**src/rtl/seq_ctrl_ws_pkg.sv**
```systemverilog
// Shared definitions for the sequence controller: opcode values, FSM state
// encoding and the opcode-class helper.
package seq_ctrl_pkg;

    localparam logic [2:0] OP_ADD = 3'd0;
    localparam logic [2:0] OP_AND = 3'd1;
    localparam logic [2:0] OP_XOR = 3'd2;
    localparam logic [2:0] OP_LDA = 3'd3;
    localparam logic [2:0] OP_STO = 3'd4;
    localparam logic [2:0] OP_JMP = 3'd5;
    localparam logic [2:0] OP_SKZ = 3'd6;
    localparam logic [2:0] OP_HLT = 3'd7;

    typedef enum logic [3:0] {
        ST_INST_ADDR  = 4'd0,
        ST_INST_FETCH = 4'd1,
        ST_INST_LOAD  = 4'd2,
        ST_IDLE       = 4'd3,
        ST_OP_ADDR    = 4'd4,
        ST_OP_FETCH   = 4'd5,
        ST_ALU_OP     = 4'd6,
        ST_STORE      = 4'd7,
        ST_HALTED     = 4'd8,
        ST_ERROR      = 4'd9,
        ST_STEP_WAIT  = 4'd10
    } state_t;

    // Operations that read a memory operand into the accumulator.
    function automatic logic is_alu_op(input logic [2:0] opc);
        return (opc == OP_ADD) || (opc == OP_AND) || (opc == OP_XOR) || (opc == OP_LDA);
    endfunction

endpackage

```
**src/rtl/seq_ctrl_ws_if.sv**
```systemverilog
// Signal bundle between the sequence controller and the IR/ALU/memory side.
// The step/step_mode pins exist only when SEQ_SINGLE_STEP_EN is defined.
interface seq_ctrl_ws_if #(
    parameter int OPC_W = 3
) ();

    logic [OPC_W-1:0] opcode;
    logic             zero;
    logic             mem_ack;
    logic             resume;
    logic             clr_err;
`ifdef SEQ_SINGLE_STEP_EN
    logic             step;
    logic             step_mode;
`endif
    logic             mem_rd;
    logic             mem_wr;
    logic             load_ir;
    logic             load_ac;
    logic             load_pc;
    logic             inc_pc;
    logic             halt;
    logic             bus_err;
    logic             ill_op;
    logic             instr_done;

    modport master (
`ifdef SEQ_SINGLE_STEP_EN
        input  step,
        input  step_mode,
`endif
        input  opcode,
        input  zero,
        input  mem_ack,
        input  resume,
        input  clr_err,
        output mem_rd,
        output mem_wr,
        output load_ir,
        output load_ac,
        output load_pc,
        output inc_pc,
        output halt,
        output bus_err,
        output ill_op,
        output instr_done
    );

    modport slave (
`ifdef SEQ_SINGLE_STEP_EN
        output step,
        output step_mode,
`endif
        output opcode,
        output zero,
        output mem_ack,
        output resume,
        output clr_err,
        input  mem_rd,
        input  mem_wr,
        input  load_ir,
        input  load_ac,
        input  load_pc,
        input  inc_pc,
        input  halt,
        input  bus_err,
        input  ill_op,
        input  instr_done
    );

endinterface

```
**src/rtl/seq_ctrl_ws_wait_timer.sv**
```systemverilog
// Cycle counter for memory wait phases; raises o_expired on the last cycle a
// phase may wait without mem_ack. Collapses to a constant 0 when TIMEOUT is 0.
module seq_wait_timer #(
    parameter int TIMEOUT = 16
) (
    input  logic clk,
    input  logic rst_,
    input  logic i_start,
    input  logic i_active,
    input  logic i_ack,
    output logic o_expired
);

    generate
        if (TIMEOUT == 0) begin : g_off
            logic w_unused;
            assign w_unused  = ^{clk, rst_, i_start, i_active, i_ack};
            assign o_expired = 1'b0;
        end else begin : g_on
            localparam int            CW   = (TIMEOUT > 1) ? $clog2(TIMEOUT) : 1;
            localparam logic [CW-1:0] LAST = CW'(TIMEOUT - 1);

            logic [CW-1:0] r_count;

            // Saturates at LAST so the count never wraps inside a phase.
            always_ff @(posedge clk or negedge rst_) begin
                if (!rst_) begin
                    r_count <= '0;
                end else if (i_start) begin
                    r_count <= '0;
                end else if (i_active && !i_ack && (r_count != LAST)) begin
                    r_count <= r_count + CW'(1);
                end
            end

            assign o_expired = i_active && !i_ack && (r_count == LAST);
        end
    endgenerate

endmodule

```
**src/rtl/seq_ctrl_ws.sv**
```systemverilog
// Accumulator-CPU sequence controller with memory wait states, timeout, HALTED
// and ERROR states. Define SEQ_SINGLE_STEP_EN to add the single-step pause.
module seq_ctrl_ws #(
    parameter int OPC_W   = 3,
    parameter int TIMEOUT = 16
) (
    input  logic          clk,
    input  logic          rst_,
    seq_ctrl_ws_if.master bus
);

    import seq_ctrl_pkg::*;

    state_t     r_state;
    state_t     w_state_next;
    logic       r_bus_err;
    logic       r_ill_op;
    logic       w_bus_err_next;
    logic       w_ill_op_next;
    logic [2:0] w_opc;
    logic       w_alu;
    logic       w_illegal;
    logic       w_wait_now;
    logic       w_wait_next;
    logic       w_expired;
    logic       w_step;
    logic       w_step_mode;

    function automatic logic waits_in(input state_t s, input logic [2:0] opc);
        return (s == ST_INST_FETCH) ||
               ((s == ST_OP_FETCH) && is_alu_op(opc)) ||
               ((s == ST_STORE) && (opc == OP_STO));
    endfunction

    assign w_opc = bus.opcode[2:0];
    assign w_alu = is_alu_op(w_opc);

    generate
        if (OPC_W > 3) begin : g_wide_opc
            assign w_illegal = |bus.opcode[OPC_W-1:3];
        end else begin : g_narrow_opc
            assign w_illegal = 1'b0;
        end
    endgenerate

`ifdef SEQ_SINGLE_STEP_EN
    assign w_step      = bus.step;
    assign w_step_mode = bus.step_mode;
`else
    assign w_step      = 1'b0;
    assign w_step_mode = 1'b0;
`endif

    // No two wait phases are adjacent, so entering one is just a change of class.
    assign w_wait_now  = waits_in(r_state, w_opc);
    assign w_wait_next = waits_in(w_state_next, w_opc);

    seq_wait_timer #(
        .TIMEOUT (TIMEOUT)
    ) u_wait_timer (
        .clk       (clk),
        .rst_      (rst_),
        .i_start   (w_wait_next && !w_wait_now),
        .i_active  (w_wait_now),
        .i_ack     (bus.mem_ack),
        .o_expired (w_expired)
    );

    always_ff @(posedge clk or negedge rst_) begin
        if (!rst_) begin
            r_state   <= ST_INST_ADDR;
            r_bus_err <= 1'b0;
            r_ill_op  <= 1'b0;
        end else begin
            r_state   <= w_state_next;
            r_bus_err <= w_bus_err_next;
            r_ill_op  <= w_ill_op_next;
        end
    end

    always_comb begin
        w_state_next   = r_state;
        w_bus_err_next = r_bus_err;
        w_ill_op_next  = r_ill_op;
        bus.mem_rd     = 1'b0;
        bus.mem_wr     = 1'b0;
        bus.load_ir    = 1'b0;
        bus.load_ac    = 1'b0;
        bus.load_pc    = 1'b0;
        bus.inc_pc     = 1'b0;
        bus.halt       = 1'b0;
        bus.instr_done = 1'b0;
        bus.bus_err    = r_bus_err;
        bus.ill_op     = r_ill_op;

        case (r_state)
            ST_INST_ADDR: begin
                w_state_next = ST_INST_FETCH;
            end
            ST_INST_FETCH: begin
                bus.mem_rd = 1'b1;
                if (bus.mem_ack) begin
                    w_state_next = ST_INST_LOAD;
                end else if (w_expired) begin
                    w_state_next   = ST_ERROR;
                    w_bus_err_next = 1'b1;
                end
            end
            ST_INST_LOAD: begin
                bus.mem_rd   = 1'b1;
                bus.load_ir  = 1'b1;
                w_state_next = ST_IDLE;
            end
            ST_IDLE: begin
                if (w_illegal) begin
                    w_state_next  = ST_ERROR;
                    w_ill_op_next = 1'b1;
                end else begin
                    w_state_next = ST_OP_ADDR;
                end
            end
            ST_OP_ADDR: begin
                if (w_opc == OP_HLT) begin
                    bus.halt     = 1'b1;
                    w_state_next = ST_HALTED;
                end else begin
                    bus.inc_pc   = 1'b1;
                    w_state_next = ST_OP_FETCH;
                end
            end
            ST_OP_FETCH: begin
                if (w_alu) begin
                    bus.mem_rd = 1'b1;
                    if (bus.mem_ack) begin
                        w_state_next = ST_ALU_OP;
                    end else if (w_expired) begin
                        w_state_next   = ST_ERROR;
                        w_bus_err_next = 1'b1;
                    end
                end else begin
                    w_state_next = ST_ALU_OP;
                end
            end
            ST_ALU_OP: begin
                if (w_alu) begin
                    bus.mem_rd  = 1'b1;
                    bus.load_ac = 1'b1;
                end else if (w_opc == OP_JMP) begin
                    bus.load_pc = 1'b1;
                end else if (w_opc == OP_SKZ) begin
                    bus.inc_pc = bus.zero;
                end
                w_state_next = ST_STORE;
            end
            ST_STORE: begin
                if (w_opc == OP_STO) begin
                    bus.mem_wr = 1'b1;
                    if (!bus.mem_ack && w_expired) begin
                        w_state_next   = ST_ERROR;
                        w_bus_err_next = 1'b1;
                    end
                end
                if ((w_opc != OP_STO) || bus.mem_ack) begin
                    bus.instr_done = 1'b1;
                    w_state_next   = w_step_mode ? ST_STEP_WAIT : ST_INST_ADDR;
                end
            end
            ST_HALTED: begin
                bus.halt = 1'b1;
                if (bus.resume) begin
                    w_state_next = ST_INST_ADDR;
                end
            end
            ST_STEP_WAIT: begin
                bus.halt = 1'b1;
                if (w_step) begin
                    w_state_next = ST_INST_ADDR;
                end
            end
            ST_ERROR: begin
                bus.halt = 1'b1;
                if (bus.clr_err) begin
                    w_state_next   = ST_INST_ADDR;
                    w_bus_err_next = 1'b0;
                    w_ill_op_next  = 1'b0;
                end
            end
            default: begin
                w_state_next = ST_INST_ADDR;
            end
        endcase
    end

endmodule

```
**src/flat_wrapper.sv**
```systemverilog
// flat-port wrapper written by rule: the top's interface ports become plain ports
module seq_ctrl_ws_flat import seq_ctrl_pkg::*;
#(
    parameter int OPC_W   = 3,
    parameter int TIMEOUT = 16
)
  (clk, rst_, bus_opcode, bus_zero, bus_mem_ack, bus_resume, bus_clr_err, bus_mem_rd, bus_mem_wr, bus_load_ir, bus_load_ac, bus_load_pc, bus_inc_pc, bus_halt, bus_bus_err, bus_ill_op, bus_instr_done);
  seq_ctrl_ws_if #(.OPC_W(OPC_W)) bus_i ();
  input  logic clk;
  input  logic rst_;
  input wire logic [$bits(bus_i.opcode)-1:0] bus_opcode;
  input wire logic [$bits(bus_i.zero)-1:0] bus_zero;
  input wire logic [$bits(bus_i.mem_ack)-1:0] bus_mem_ack;
  input wire logic [$bits(bus_i.resume)-1:0] bus_resume;
  input wire logic [$bits(bus_i.clr_err)-1:0] bus_clr_err;
  output wire logic [$bits(bus_i.mem_rd)-1:0] bus_mem_rd;
  output wire logic [$bits(bus_i.mem_wr)-1:0] bus_mem_wr;
  output wire logic [$bits(bus_i.load_ir)-1:0] bus_load_ir;
  output wire logic [$bits(bus_i.load_ac)-1:0] bus_load_ac;
  output wire logic [$bits(bus_i.load_pc)-1:0] bus_load_pc;
  output wire logic [$bits(bus_i.inc_pc)-1:0] bus_inc_pc;
  output wire logic [$bits(bus_i.halt)-1:0] bus_halt;
  output wire logic [$bits(bus_i.bus_err)-1:0] bus_bus_err;
  output wire logic [$bits(bus_i.ill_op)-1:0] bus_ill_op;
  output wire logic [$bits(bus_i.instr_done)-1:0] bus_instr_done;
  assign bus_i.opcode = bus_opcode;
  assign bus_i.zero = bus_zero;
  assign bus_i.mem_ack = bus_mem_ack;
  assign bus_i.resume = bus_resume;
  assign bus_i.clr_err = bus_clr_err;
  assign bus_mem_rd = bus_i.mem_rd;
  assign bus_mem_wr = bus_i.mem_wr;
  assign bus_load_ir = bus_i.load_ir;
  assign bus_load_ac = bus_i.load_ac;
  assign bus_load_pc = bus_i.load_pc;
  assign bus_inc_pc = bus_i.inc_pc;
  assign bus_halt = bus_i.halt;
  assign bus_bus_err = bus_i.bus_err;
  assign bus_ill_op = bus_i.ill_op;
  assign bus_instr_done = bus_i.instr_done;
  seq_ctrl_ws #(.OPC_W(OPC_W), .TIMEOUT(TIMEOUT)) u_core (.clk(clk), .rst_(rst_), .bus(bus_i));
endmodule
```
**config.mk**
```make
export PLATFORM = sky130hd
export DESIGN_NAME = seq_ctrl_ws_flat
export DESIGN_NICKNAME = d
export VERILOG_FILES = /design/src/rtl/seq_ctrl_ws_pkg.sv /design/src/rtl/seq_ctrl_ws_if.sv /design/src/rtl/seq_ctrl_ws_wait_timer.sv /design/src/rtl/seq_ctrl_ws.sv /design/src/flat_wrapper.sv
export SDC_FILE = /design/constraint.sdc
export NUM_CORES = 1
export LEC_CHECK = 0
export ABC_AREA = 1
export CORE_UTILIZATION = 47
export CTS_CLUSTER_DIAMETER = 30
export DETAILED_ROUTE_END_ITERATION = 10
export PLACE_DENSITY_LB_ADDON = 0.05
export SLEW_MARGIN = 25
export SYNTH_ARGS = -nofsm -noshare
export SYNTH_HDL_FRONTEND = slang
export SYNTH_SLANG_ARGS = --single-unit
export TNS_END_PERCENT = 5
```
**constraint.sdc**
```tcl
create_clock -name clk -period 2.35 [get_ports clk]
set_clock_uncertainty 0.2 [all_clocks]
set_input_delay 0.3525 -clock clk [delete_from_list [all_inputs] [get_ports clk]]
set_output_delay 0.3525 -clock clk [all_outputs]
set_load 0.01 [all_outputs]
```
# --- After elaboration in Yosys (flattened, before gate mapping) ---
# Index checks and enable logic that the tools add are counted.
# Widths: inputs -> output; s select.
word_totals:
  inputBits: 9
  ff_bits: 9
classes:
  eq_ne: 27
  addsub: 1
  reduce_logical: 27
  muxes: 38
op_table:
  columns: ["op", "count"]
  rows:
  - ["$mux 4", 12]
  - ["$pmux 4 s11", 1]
  - ["$eq 4x3->1 const B", 6]
  - ["$mux 1", 21]
  - ["$eq 4x4->1 const B", 4]
  - ["$eq 3x3->1 const B", 4]
  - ["$logic_and 1x1->1", 9]
  - ["$eq 4x1->1 const B", 2]
  - ["$eq 4x2->1 const B", 2]
  - ["$logic_or 1x1->1", 8]
  - ["$eq 3x2->1 const B", 2]
  - ["$ne 2x2->1 const B", 3]
  - ["$pmux 1 s2", 3]
  - ["$reduce_and 5->1", 1]
  - ["$add 4x1->4 const B", 1]
  - ["$logic_not 4->1", 1]
  - ["$ne 4x4->1 const B", 1]
  - ["$pmux 1 s4", 1]
  - ["$reduce_bool 4->1", 1]
  - ["$reduce_or 2->1", 2]
  - ["$eq 3x1->1 const B", 1]
  - ["$logic_not 3->1", 1]
  - ["$ne 3x3->1 const B", 1]
  - ["$reduce_or 3->1", 1]
  - ["other kinds (3)", 4]

# --- Depth between registers and ports, before layout ---
# Gate-level depths: netlist of run 1.
depth:
  ltp_word: 20
  depth_mapped: 13

# --- Hierarchy ---
# A second synthesis of run 1 with hierarchy kept.
hier_totals:
  cells_unflattened: 127
  hier_area_um2: 820.8
by_module_without_submodules:
  columns: ["module", "cells_per_inst", "n_inst", "area_each_um2"]
  rows:
  - ["seq_ctrl_ws", 96, 1, 584.3]
  - ["seq_wait_timer", 31, 1, 236.5]

# --- Worst setup path before layout of run 1 ---
# Ideal clock, no wire load.
synth_timing:
  path_type: "register -> register"
  startpoint: "reg u_core.r_state[3]"
  endpoint: "reg u_core.u_wait_timer.g_on.r_count[1]"
  arrival_ns: 1.391
  setup_time_ns: 0.120
  stages_incl_launch_ff: 11
  path_slack_ns: 0.639
  required_time_ns: 2.030
  path_cell_list: "dfrtp_1 > inv_2 > nand2_4 > nor2_4 > nand2_2 > nand2_4 > nand2_2 > nor2_4 > mux2_1 > inv_1 > nor2_1"
synth_via:
  elab_chain_len: 17
  elab_cells_between_ends: 40
  cone_classes: "13 x eq/ne; 11 x mux; 16 x reduce/logical"
synth_lines:
  columns: ["item", "line", "rtl"]
  rows:
  - ["from (decl)", "seq_ctrl_ws.sv:14", "state_t r_state;"]
  - ["from (signal assigned)", "seq_ctrl_ws.sv:75", "r_state <= w_state_next;"]
  - ["$eq 4x3->1", "seq_ctrl_ws.sv:31, seq_ctrl_ws.sv:96", null]
  - ["$logic_and 1x1->1", "seq_ctrl_ws.sv:31", "((s == ST_OP_FETCH) && is_alu_op(opc)) ||"]
  - ["$logic_or 1x1->1", "seq_ctrl_ws.sv:30", "return (s == ST_INST_FETCH) ||"]
  - ["$logic_or 1x1->1", "seq_ctrl_ws.sv:31", null]
  - ["$logic_and 1x1->1", "seq_ctrl_ws_wait_timer.sv:31, seq_ctrl_ws_wait_timer.sv:36", null]
  - ["$logic_and 1x1->1", "seq_ctrl_ws_wait_timer.sv:36", "assign o_expired = i_active && !i_ack && (r_count == LAST);"]
  - ["$logic_and 1x1->1", "seq_ctrl_ws.sv:158", "if (!bus.mem_ack && w_expired) begin"]
  - ["$mux 4", "seq_ctrl_ws.sv:158", null]
  - ["$mux 4", "seq_ctrl_ws.sv:156", "if (w_opc == OP_STO) begin"]
  - ["$mux 4", "seq_ctrl_ws.sv:163", "if ((w_opc != OP_STO) || bus.mem_ack) begin"]
  - ["$pmux 4 s11", "seq_ctrl_ws.sv:96", "case (r_state)"]
  - ["$eq 4x3->1", "seq_ctrl_ws.sv:31", null]
  - ["$logic_and 1x1->1", "seq_ctrl_ws.sv:31", null]
  - ["$logic_or 1x1->1", "seq_ctrl_ws.sv:30", null]
  - ["$logic_or 1x1->1", "seq_ctrl_ws.sv:31", null]
  - ["$logic_and 1x1->1", "seq_ctrl_ws.sv:63", ".i_start (w_wait_next && !w_wait_now),"]
  - ["$mux 4 / $reduce_bool 2->1 (equally long branches)", null, null]
  - ["to (signal assigned)", "seq_ctrl_ws_wait_timer.sv:32", "r_count <= r_count + CW'(1);"]
  - ["to (decl)", "seq_ctrl_ws_wait_timer.sv:23", "logic [CW-1:0] r_count;"]
# Several ways; a longest one is shown, not always the timed one.
# A chain may end at the register's enable or synchronous reset.

# --- Worst setup path in the final report of run 1 ---
layout_timing:
  startpoint: "in bus_opcode[0]"
  endpoint: "out bus_instr_done"
layout_via:
  elab_chain_len: 4
layout_lines:
  columns: ["item", "line", "rtl"]
  rows:
  - ["from (decl)", "flat_wrapper.sv:11", "input wire logic [$bits(bus_i.opcode)-1:0] bus_opcode;"]
  - ["$ne 3x3->1", "seq_ctrl_ws.sv:163", null]
  - ["$logic_or 1x1->1", "seq_ctrl_ws.sv:163", null]
  - ["$mux 1", "seq_ctrl_ws.sv:163", null]
  - ["$mux 1", "seq_ctrl_ws.sv:96", null]
  - ["to (decl)", "flat_wrapper.sv:25", "output wire logic [$bits(bus_i.instr_done)-1:0] bus_instr_done;"]
# Every way passes these cells.

==> results of run 1 <==
metrics by stage:
stage | setup TNS, ns | area (um2)
after global placement | -0.164 | 991
after detailed placement | -0.199 | 991
after CTS | -0.00955 | 1020
final | 0 | 1040
after global routing | 0 | 1040
after floorplan | 0 | 748
sequential cells by signal, indices dropped and copies added, names as in the netlist:
signal,cells
u_core.u_wait_timer.g_on.r_count,4
u_core.r_state,4
u_core.bus.bus_err,1
area by class of cell:
class	instances	area, um2	area share
flip-flops and latches	9	225	0.217
repair buffers	25	238	0.229
clock buffers	4	26.3	0.0253
well taps	16	20.0	0.0193
multi-input cells	71	445	0.429
inverters	22	82.6	0.0796
layout by cell type (no fill, tap or decap), drive strengths merged, types with 2 or more instances in the layout:
master and n:
nor3 3, clkdlybuf4s50 11, nand4 3, dfrtp 9, buf 8, inv 22
xor2 2, nand2 20, nor2 16, o21ai 4, dlymetal6s2s 4, dlygate4sd2 2
clkbuf 4, nand3 11
cell usage after synthesis, types with 2 or more instances:
| master | count |
|---|---|
| dfrtp_1 | 9 |
| nor2_4 | 3 |
| nand4_1 | 3 |
| inv_1 | 21 |
| nor2_2 | 2 |
| xor2_1 | 2 |
| nor3_1 | 2 |
| nand3_1 | 8 |
| o21ai_0 | 4 |
| nand2_4 | 2 |
| nor2_1 | 11 |
| nand3_2 | 2 |
| nand2_2 | 3 |
| nand2_1 | 15 |
cell families after synthesis:
family | count (synthesis)
multiplexers | 1
adder cells (fa/ha/maj) | 1
AO/OA/AOI/OAI | 10
flip-flops | 9
buffers and inverters | 23
other | 1
AND/OR/NAND/NOR | 55
XOR/XNOR | 3
per-layer routing:
layer  vias up  global-route usage  wire [um]
li1        387                   -          -
met1       350               0.262        736
met2        21               0.350        814
met3         2              0.0261         87
met4         0              0.0581          8
met5         -                   0          0
critical path: stages:
cell and delay [ns]:
clkdlybuf4s50_1 0.49, inv_2 0.05, nand2_1 0.10, nor2_4 0.05
nand2_1 0.05, nand2_1 0.04, inv_1 0.04, clkdlybuf4s50_1 0.52
what timing repair did:
action | in CTS | in global routing
hold buffers | 0 | 0
setup buffers | 0 | 0
hold endpoints to repair | 0 | 0
endpoints found under the setup margin | 5 | 5
pin swaps | 0 | 0
gates resized for setup | 4 | 7
worst max path at each step:
stage / endpoint / slack, ns / depth (start not counted)
after detailed placement: bus_halt / -0.14 / 5
after global placement: bus_halt / -0.11 / 5
after CTS: bus_halt / -0.01 / 5
after global routing: bus_instr_done / 0.006 / 8
after floorplan: u_core.u_wait_timer.g_on.r_count[1] / 0.64 / 10
final: bus_instr_done / 0.1 / 8
power by group:
group	internal (mW)	switching, mW	total (mW)
Clock	0.0651	0.0494	0.115
Combinational	0.241	0.327	0.568
Sequential	0.195	0.0561	0.251
Total	0.501	0.432	0.933
==> results.yml, run 1 <==
floorplan:
  rows: 14
  core_area_mm2: 0.00149
  die-width_um: 41.9
  initial_utilization: 0.503
  dieArea_mm2: 0.00176
  die_h_um: 41.9
  ios: 19
logic_synthesis:
  syn_nets: 113
  synth-edff-count: 0
  synthAdderAreaFrac: 0.0167
  yosys-top-cells-area: "dfrtp_1 30%, inv_1 11%, nand2_1 7.5%"
  synth_ff_type: "dfrtp_1"
  yosys.area_share.simple: 0.420
  synth_cell_type_count: 30
  synth_top_area_share: 0.301
  muxShareOfSynthArea: 0.0151
  syn_avg_cell_area_um2: 7.26
  synth_compound_area_frac: 0.0870
  ys_seq_elements: 9
  syn_area_um2: 748
  synth_top_cell_by_area: "dfrtp_1"
  ys_seq_area_frac: 0.301
  synth_top_family_by_area: "simple AND/OR/NAND/NOR gates"
  synth_warnings: 0
  netlist_instances: 103
  synth-async-reset-ratio: 1.00
  synth-xor-area-share: 0.0351
run_status:
  outcome: "complete, no violations"
timing:
  final.period_utilization: 0.959
  rsz0062_at_grt: "false"
  slew_violations: 0
  timing.hold.ws_ns: 0.187
  setup_viol: 0
  hold_violations: 0
  max_freq_mhz: 444
  post-route-min-period_ns: 2.25
  finalWorstSetupSlack_ns: 0.0952
cts:
  cts-buffers-inserted: 3
  insertion_delay_ns: 0.26
  htree_num_levels: 1
  cts.clk_slew.worst_paths_ns: 0.06
  numClockSinks: 9
  tritoncts: "built"
  cts.path.max_buffers: 2
  clock_tree.root_cell: "clkbuf_4"
power:
  p_total_mw: 0.933
  power_density_mw_per_mm2: 900
  irDropWorstVdd_mv: 0.700
  p_leak_nw: 0.596
finish:
  fin_nets: 142
  antenna_cells: 0
  area_delta_synth_final_pct: 38.6
  drive_above_1_share: 0.237
  layout.cells.non_filler: 147
  fin_util: 0.697
  fillCellCount: 138
drt:
  viasPerCell: 5.17
  wl_mm: 1.65
  drc: 0
  ant_nets: 0
  wire_per_inst_um: 11.2
  vias: 760
  first_pass_iters: 4
  drt_iter0_drc: 13
global_routing:
  antenna_found_initial: 0
  grt_pass1_wl_mm: 2.79
  grt_max_degree: 10
  overflow: 0
  grt_pass1_vias: 703
  grt_usage: 0.202
placement:
  numPortBuffers: 17
  hpwl_mm: 1.34
  globalplace.congestion: 0.844
  placed_cells: 143
  pre_cts_ws_ns: -0.141
critical_path:
  critPathMaxFanout: 3
  reg2reg_from: "u_core.r_state[0]"
  crit_start: "bus_opcode[0]"
  cp.required_ns: 1.80
  r2r_setup_slack_ns: 0.40
  worst_ep_arrival_time_ns: 1.70
  end_kind: "primary output"
  r2r_cells: 12
  r2r_end: "u_core.u_wait_timer.g_on.r_count[1]"
  critPathKind: "input pin to primary output"
  start_kind: "input pin"
flow_run:
  drv_cap: 0
min_path:
  hold_class: "input pin to asynchronous set/reset pin"
Note: power is estimated with default switching activity, not from simulation.
==> run 2, diff against run 1 <==
Settings changed: CORE_ASPECT_RATIO set to 1.1.
==> results.yml, run 2 (synthesis results as in run 1) <==
power:
  combPwrFrac: 0.611
  irDropWorstVdd_mv: 0.776
  p_sw_mw: 0.437
  p_seq_frac: 0.268
  power_density_mw_per_mm2: 896
  clock_power_share: 0.120
  intPower_mw: 0.495
  p_leak_nw: 0.615
  swShare: 0.469
timing:
  timing.hold.ws_ns: 0.190
  max_freq_mhz: 455
  setup_tns_ns: 0
  slew_violations: 0
  final.period_utilization: 0.935
  rsz0062_at_grt: "false"
  post-route-min-period_ns: 2.20
  setup_viol: 0
  hold_violations: 0
critical_path:
  worst_ep_arrival_time_ns: 1.64
  cp.required_ns: 1.80
  reg2reg_from: "u_core.r_state[0]"
  critPathKind: "flop to primary output"
  critPathMaxFanout: 5
  r2r_setup_slack_ns: 0.39
  crit_start: "u_core.r_state[1]"
  r2r_cells: 10
  r2r_end: "u_core.u_wait_timer.g_on.r_count[1]"
  start_kind: "flop"
  end_kind: "primary output"
cts:
  insertion_delay_ns: 0.25
  numClockSinks: 9
  cts-buffers-inserted: 3
  clock_tree.root_cell: "clkbuf_4"
  htree_num_levels: 1
  tritoncts: "built"
  cts.clk_slew.worst_paths_ns: 0.06
  cts.path.max_buffers: 2
  cts_hold_buf: 0
floorplan:
  initial_utilization: 0.527
  die-width_um: 40.0
  rows: 14
  die_h_um: 43.8
  dieArea_mm2: 0.00176
  ios: 19
  core_area_mm2: 0.00142
finish:
  area_delta_synth_final_pct: 39.0
  final_common_cell: "inv_1"
  fin_nets: 142
  final_cell_mix: "21 x inv_1, 15 x nand2_1, 10 x nor2_1, 10 x clkdlybuf4s50_1, 9 x dfrtp_1"
  drive_above_1_share: 0.221
  fillCellCount: 125
  fin_util: 0.733
  antenna_cells: 0
drt:
  drt_iter0_drc: 19
  drc: 0
  wl_mm: 1.64
  viasPerCell: 5.12
  vias: 753
  ant_nets: 0
  wire_per_inst_um: 11.2
  first_pass_iters: 4
placement:
  hpwl_mm: 1.43
  numPortBuffers: 17
  globalplace.congestion: 0.868
min_path:
  hold_class: "input pin to asynchronous set/reset pin"
global_routing:
  overflow: 0
  antenna_found_initial: 0
  grt_usage: 0.227
  grt_pass1_vias: 698
  grt_max_degree: 10
  grt_pass1_wl_mm: 2.86
flow_run:
  drv_cap: 0
run_status:
  outcome: "complete, no violations"
==> run 2: changes by cell type in the layout (fill, tap and decap cells not counted), sizes merged <==
cell,previous run,this run
clkdlybuf4s50,11,10
dlymetal6s2s,4,5
==> run 2: layout make-up <==
class / count / area (um2) / share of cell area
Multi-Input combinational cell: 71 / 445 / 0.428
Sequential cell: 9 / 225 / 0.217
Tap cell: 16 / 20.0 / 0.0193
Inverter: 22 / 82.6 / 0.0794
Timing Repair Buffer: 25 / 240 / 0.231
Clock buffer: 4 / 26.3 / 0.0253
==> run 2: metrics by stage <==
step | std cells | total power, mW | cell area, um2 | setup WS [ns]
finish | 147 | 0.932 | 1040 | 0.154
global route | 147 | 1.02 | 1040 | 0.0330
CTS | 147 | 0.943 | 1020 | 0.00182
detailed placement | 143 | 0.821 | 991 | -0.130
global placement | 143 | 0.794 | 991 | -0.105
floorplan | 103 | 0.618 | 748 | 0.639
==> run 2: worst max path at each step <==
stage                                          end  slack (ns)  depth (start not counted)
4_1_cts                                 bus_mem_rd       0.002                          5
2_1_floorplan  u_core.u_wait_timer.g_on.r_count[1]        0.64                         10
3_3_place_gp                              bus_halt       -0.11                          5
3_5_place_dp                              bus_halt       -0.13                          5
6_report                               bus_load_ac        0.15                          5
5_1_grt                                bus_load_ac        0.03                          5
==> run 2: critical path, cell delays in order (launching register included) <==
cell and delay (ns):
dfrtp_1 0.40, inv_1 0.12, nor2_2 0.12, nand3_2 0.12
nor2_1 0.10, clkdlybuf4s50_1 0.53
==> run 2: metal layers <==
| metal | up-vias | track usage | share of wire |
|---|---|---|---|
| met2 | 23 | 0.381 | 0.51 |
| met5 | - | 0 | 0 |
| met1 | 344 | 0.312 | 0.43 |
| met3 | 2 | 0.0205 | 0.054 |
| li1 | 384 | - | - |
| met4 | 0 | 0.0414 | 0.0049 |
==> run 2: what timing repair did <==
action,CTS,global route
setup endpoints to repair,5,6
gates cloned,0,0
resized for setup,4,6
setup buffers,0,0
==> run 2: power groups by stage <==
stage	clock [mW]	combinational, mW	sequential [mW]
global route	0.124	0.637	0.259
finish	0.112	0.570	0.250
global placement	0	0.547	0.246
CTS	0.115	0.580	0.248
floorplan	0	0.382	0.237
detailed placement	0	0.572	0.249
==> run 3, diff against run 2 <==
Settings changed: CTS_CLUSTER_DIAMETER 30 to 80.
==> results of run 3 <==
The final DEF is identical to that of run 2; final timing and power are the same.
==> RTL change, RTL diff (flow settings as in run 3) <==
`TIMEOUT` is set to 16 in 3 places; all go to 64.
--- a/src/rtl/seq_ctrl_ws_wait_timer.sv
+++ b/src/rtl/seq_ctrl_ws_wait_timer.sv
@@ -3,3 +3,3 @@
 module seq_wait_timer #(
-    parameter int TIMEOUT = 16
+    parameter int TIMEOUT = 64
 ) (
--- a/src/rtl/seq_ctrl_ws.sv
+++ b/src/rtl/seq_ctrl_ws.sv
@@ -4,3 +4,3 @@
     parameter int OPC_W   = 3,
-    parameter int TIMEOUT = 16
+    parameter int TIMEOUT = 64
 ) (
--- a/src/flat_wrapper.sv
+++ b/src/flat_wrapper.sv
@@ -4,3 +4,3 @@
     parameter int OPC_W   = 3,
-    parameter int TIMEOUT = 16
+    parameter int TIMEOUT = 64
 )
Check against the original RTL: no difference found for any inputs over 10 cycles, from zero or initial values and one cycle with rst_ low; that may be too few to reach the edited logic, so the function may still have changed.
==> RTL change against run 3 <==
Global-route usage is 1.3 points lower. Design area is 10% higher. Setup slack improved by 0.024 ns. Core utilization is 2.3 points lower. Synthesized area grew 12%. Sequential share of layout area increased by 2.4 points. Power grew 9.4%. Routed wire length increased by 19%. Non-clock buffer count up 5. Clock power is 13% higher. Sequential cell count grew 2. Critical endpoint is now bus_load_ir. Highest routed layer unchanged.
==> RTL change: results (changes against run 3) <==
Nets = 165 (was 142)
Final WL = 1.950 mm (was 1.640 mm)
Clk Latency, worst-skew pair = 0.27 ns (was 0.25 ns)
Cell leakage power = 0.6678 nW (was 0.6151 nW)
Distinct cells, synth = 26 (was 30)
WL met3 = 70 um (was 89 um)
CP startpoint = u_core.r_state[2]$_DFF_PN0_ (was u_core.r_state[1]$_DFF_PN0_)
Async S/R FF share, synth = 1.000 (unchanged)
H-tree levels = 1 (unchanged)
Worst-path clk slew = 0.07 ns
Met3 track demand over resource = 0.03137 (was 0.02051)
Reg2reg start = u_core.r_state[3]$_DFF_PN0_ (was u_core.r_state[0]$_DFF_PN0_)
Met1 capacity usage during global routing = 0.2287 (was 0.3123)
Routed length on met2 = 1.031 mm (was 836 um)
GRT Util Overall = 0.2142 (was 0.2268)
Biggest register = u_core.u_wait_timer.g_on.r_count
Fin crit share = 0.9244 (was 0.9345)
Hold/Removal Path Class = input port to asynchronous set/reset pin (unchanged)
Vias in the first global route = 791 (was 698)
R2r endpoint = u_core.u_wait_timer.g_on.r_count[4]$_DFFE_PN0P_ (was u_core.u_wait_timer.g_on.r_count[1]$_DFFE_PN0P_)
Via-per-instance ratio = 4.977 (was 5.122)
Root buf cell = clkbuf_4 (unchanged)
Initial DRT Pass Iterations = 4 (unchanged)
CP Capture Point = bus_load_ir (was bus_load_ac)
Fill cells = 148 (was 125)
Initial antenna violation count = 0 (unchanged)
Status = finished, final reports clean (unchanged)
HPWL Detailed = 1.555 mm (was 1.427 mm)
Synth top cells by count = nand2_1 (27), inv_1 (19), nor2_1 (19), dfrtp_1 (11), nand2_2 (8) (was inv_1 (21), nand2_1 (15), nor2_1 (11), dfrtp_1 (9), nand3_1 (8))
R2r worst-path depth = 12 (was 10)
Peak supply drop = 0.0006159 V (was 0.0007759 V)
Sequential element share of the synthesized area = 0.3284 (was 0.3010)
Largest net degree at the start of global routing = 12 (was 10)
Pre-CTS setup slack = -0.06254 ns (was -0.1305 ns)
Clock Path Buffers = 2 (unchanged)
Count leader, synth = nand2_1 (was inv_1)
R2r setup slk = 0.41 ns (was 0.39 ns)
DRT iter0 DRCs = 15 (was 19)
Total CTS buffers = 3 (unchanged)
Post-Syn Nets = 132 (was 113)
Antenna cell count = 0 (unchanged)
Global-route wire length before repair = 3.125 mm (was 2.863 mm)
Maxcap violations = 0 (unchanged)
Max transition margin = 0.6642
Max Used Layer = met4 (unchanged)
Top post-synthesis cells by area = dfrtp_1 (33%), nand2_1 (12%), inv_1 (8.5%) (was dfrtp_1 (30%), inv_1 (11%), nand2_1 (7.5%))
# port buffers = 17 (unchanged)
Metal-1 WL = 818 um (was 706 um)
Max reg flops = 6
Synth Warn # = 0 (unchanged)
CP arrival = 1.62 ns (was 1.64 ns)
GP Congestion = 0.9609 (was 0.8676)
Share of cells above drive strength 1 = 0.2208 (was 0.2214)
Max Fanout on Critical Path = 5 (unchanged)
Met2 Track Usage GR = 0.4215 (was 0.3806)
Dpl cell area = 1105 um^2 (was 991.0 um^2)
-- RTL change: changes by cell type in the layout (fill, tap and decap cells not counted), sizes merged, moves of 2 or more --
cell           before  now
nand2              20   35
nor2               16   23
buf                 8   13
nand3              11    7
clkdlybuf4s50      10    8
dfrtp               9   11
dlygate4sd2         2    4
nand3b              0    2
-- RTL change: timing repair --
action | in CTS | in global routing
endpoints found under the setup margin | 4 | 3
gates resized for setup | 4 | 6
pin swaps | 0 | 1
buffers inserted | 0 | 1
-- RTL change: layout make-up --
cell class                 count  area, um^2  share of cell area
multi-input combinational     88       469.2              0.4094
tap                           17       21.27             0.01856
clock buffer                   4       26.28             0.02293
inverter                      21       78.83             0.06878
sequential                    11       275.3              0.2402
timing repair buffer          30       275.3              0.2402
-- RTL change: cell families (layout without fill, tap and decap cells) --
logic type      count (synthesis)  after routing  synth area share
simple gates                   72             72            0.4194
buf+inv                        23             55            0.1119
flops                          11             11            0.3284
compound gates                 10             10           0.07910
xor+xnor                        4              4           0.04180
fa+ha+maj                       1              1           0.01492
other cells                     1              1          0.004473
-- RTL change: through the flow --
step,TNS [ns],hold slack [ns],cells
finish,0,0.2192,171
global route,0,0.2652,171
CTS,0,0.2310,170
detailed placement,-0.1102,0.3546,166
global placement,-0.05239,0.3407,166
floorplan,0,-0.1431,122
-- RTL change: power by group --
part           internal (mW)  switching, mW
clock network         0.0657         0.0617
logic                  0.261          0.354
registers              0.231         0.0457
-- RTL change: critical path: stages (launching register included) --
cell and delay, ns:
dfrtp_1 0.44, nor2_1 0.19, nand2_1 0.09, nor2_1 0.09
clkdlybuf4s50_1 0.53
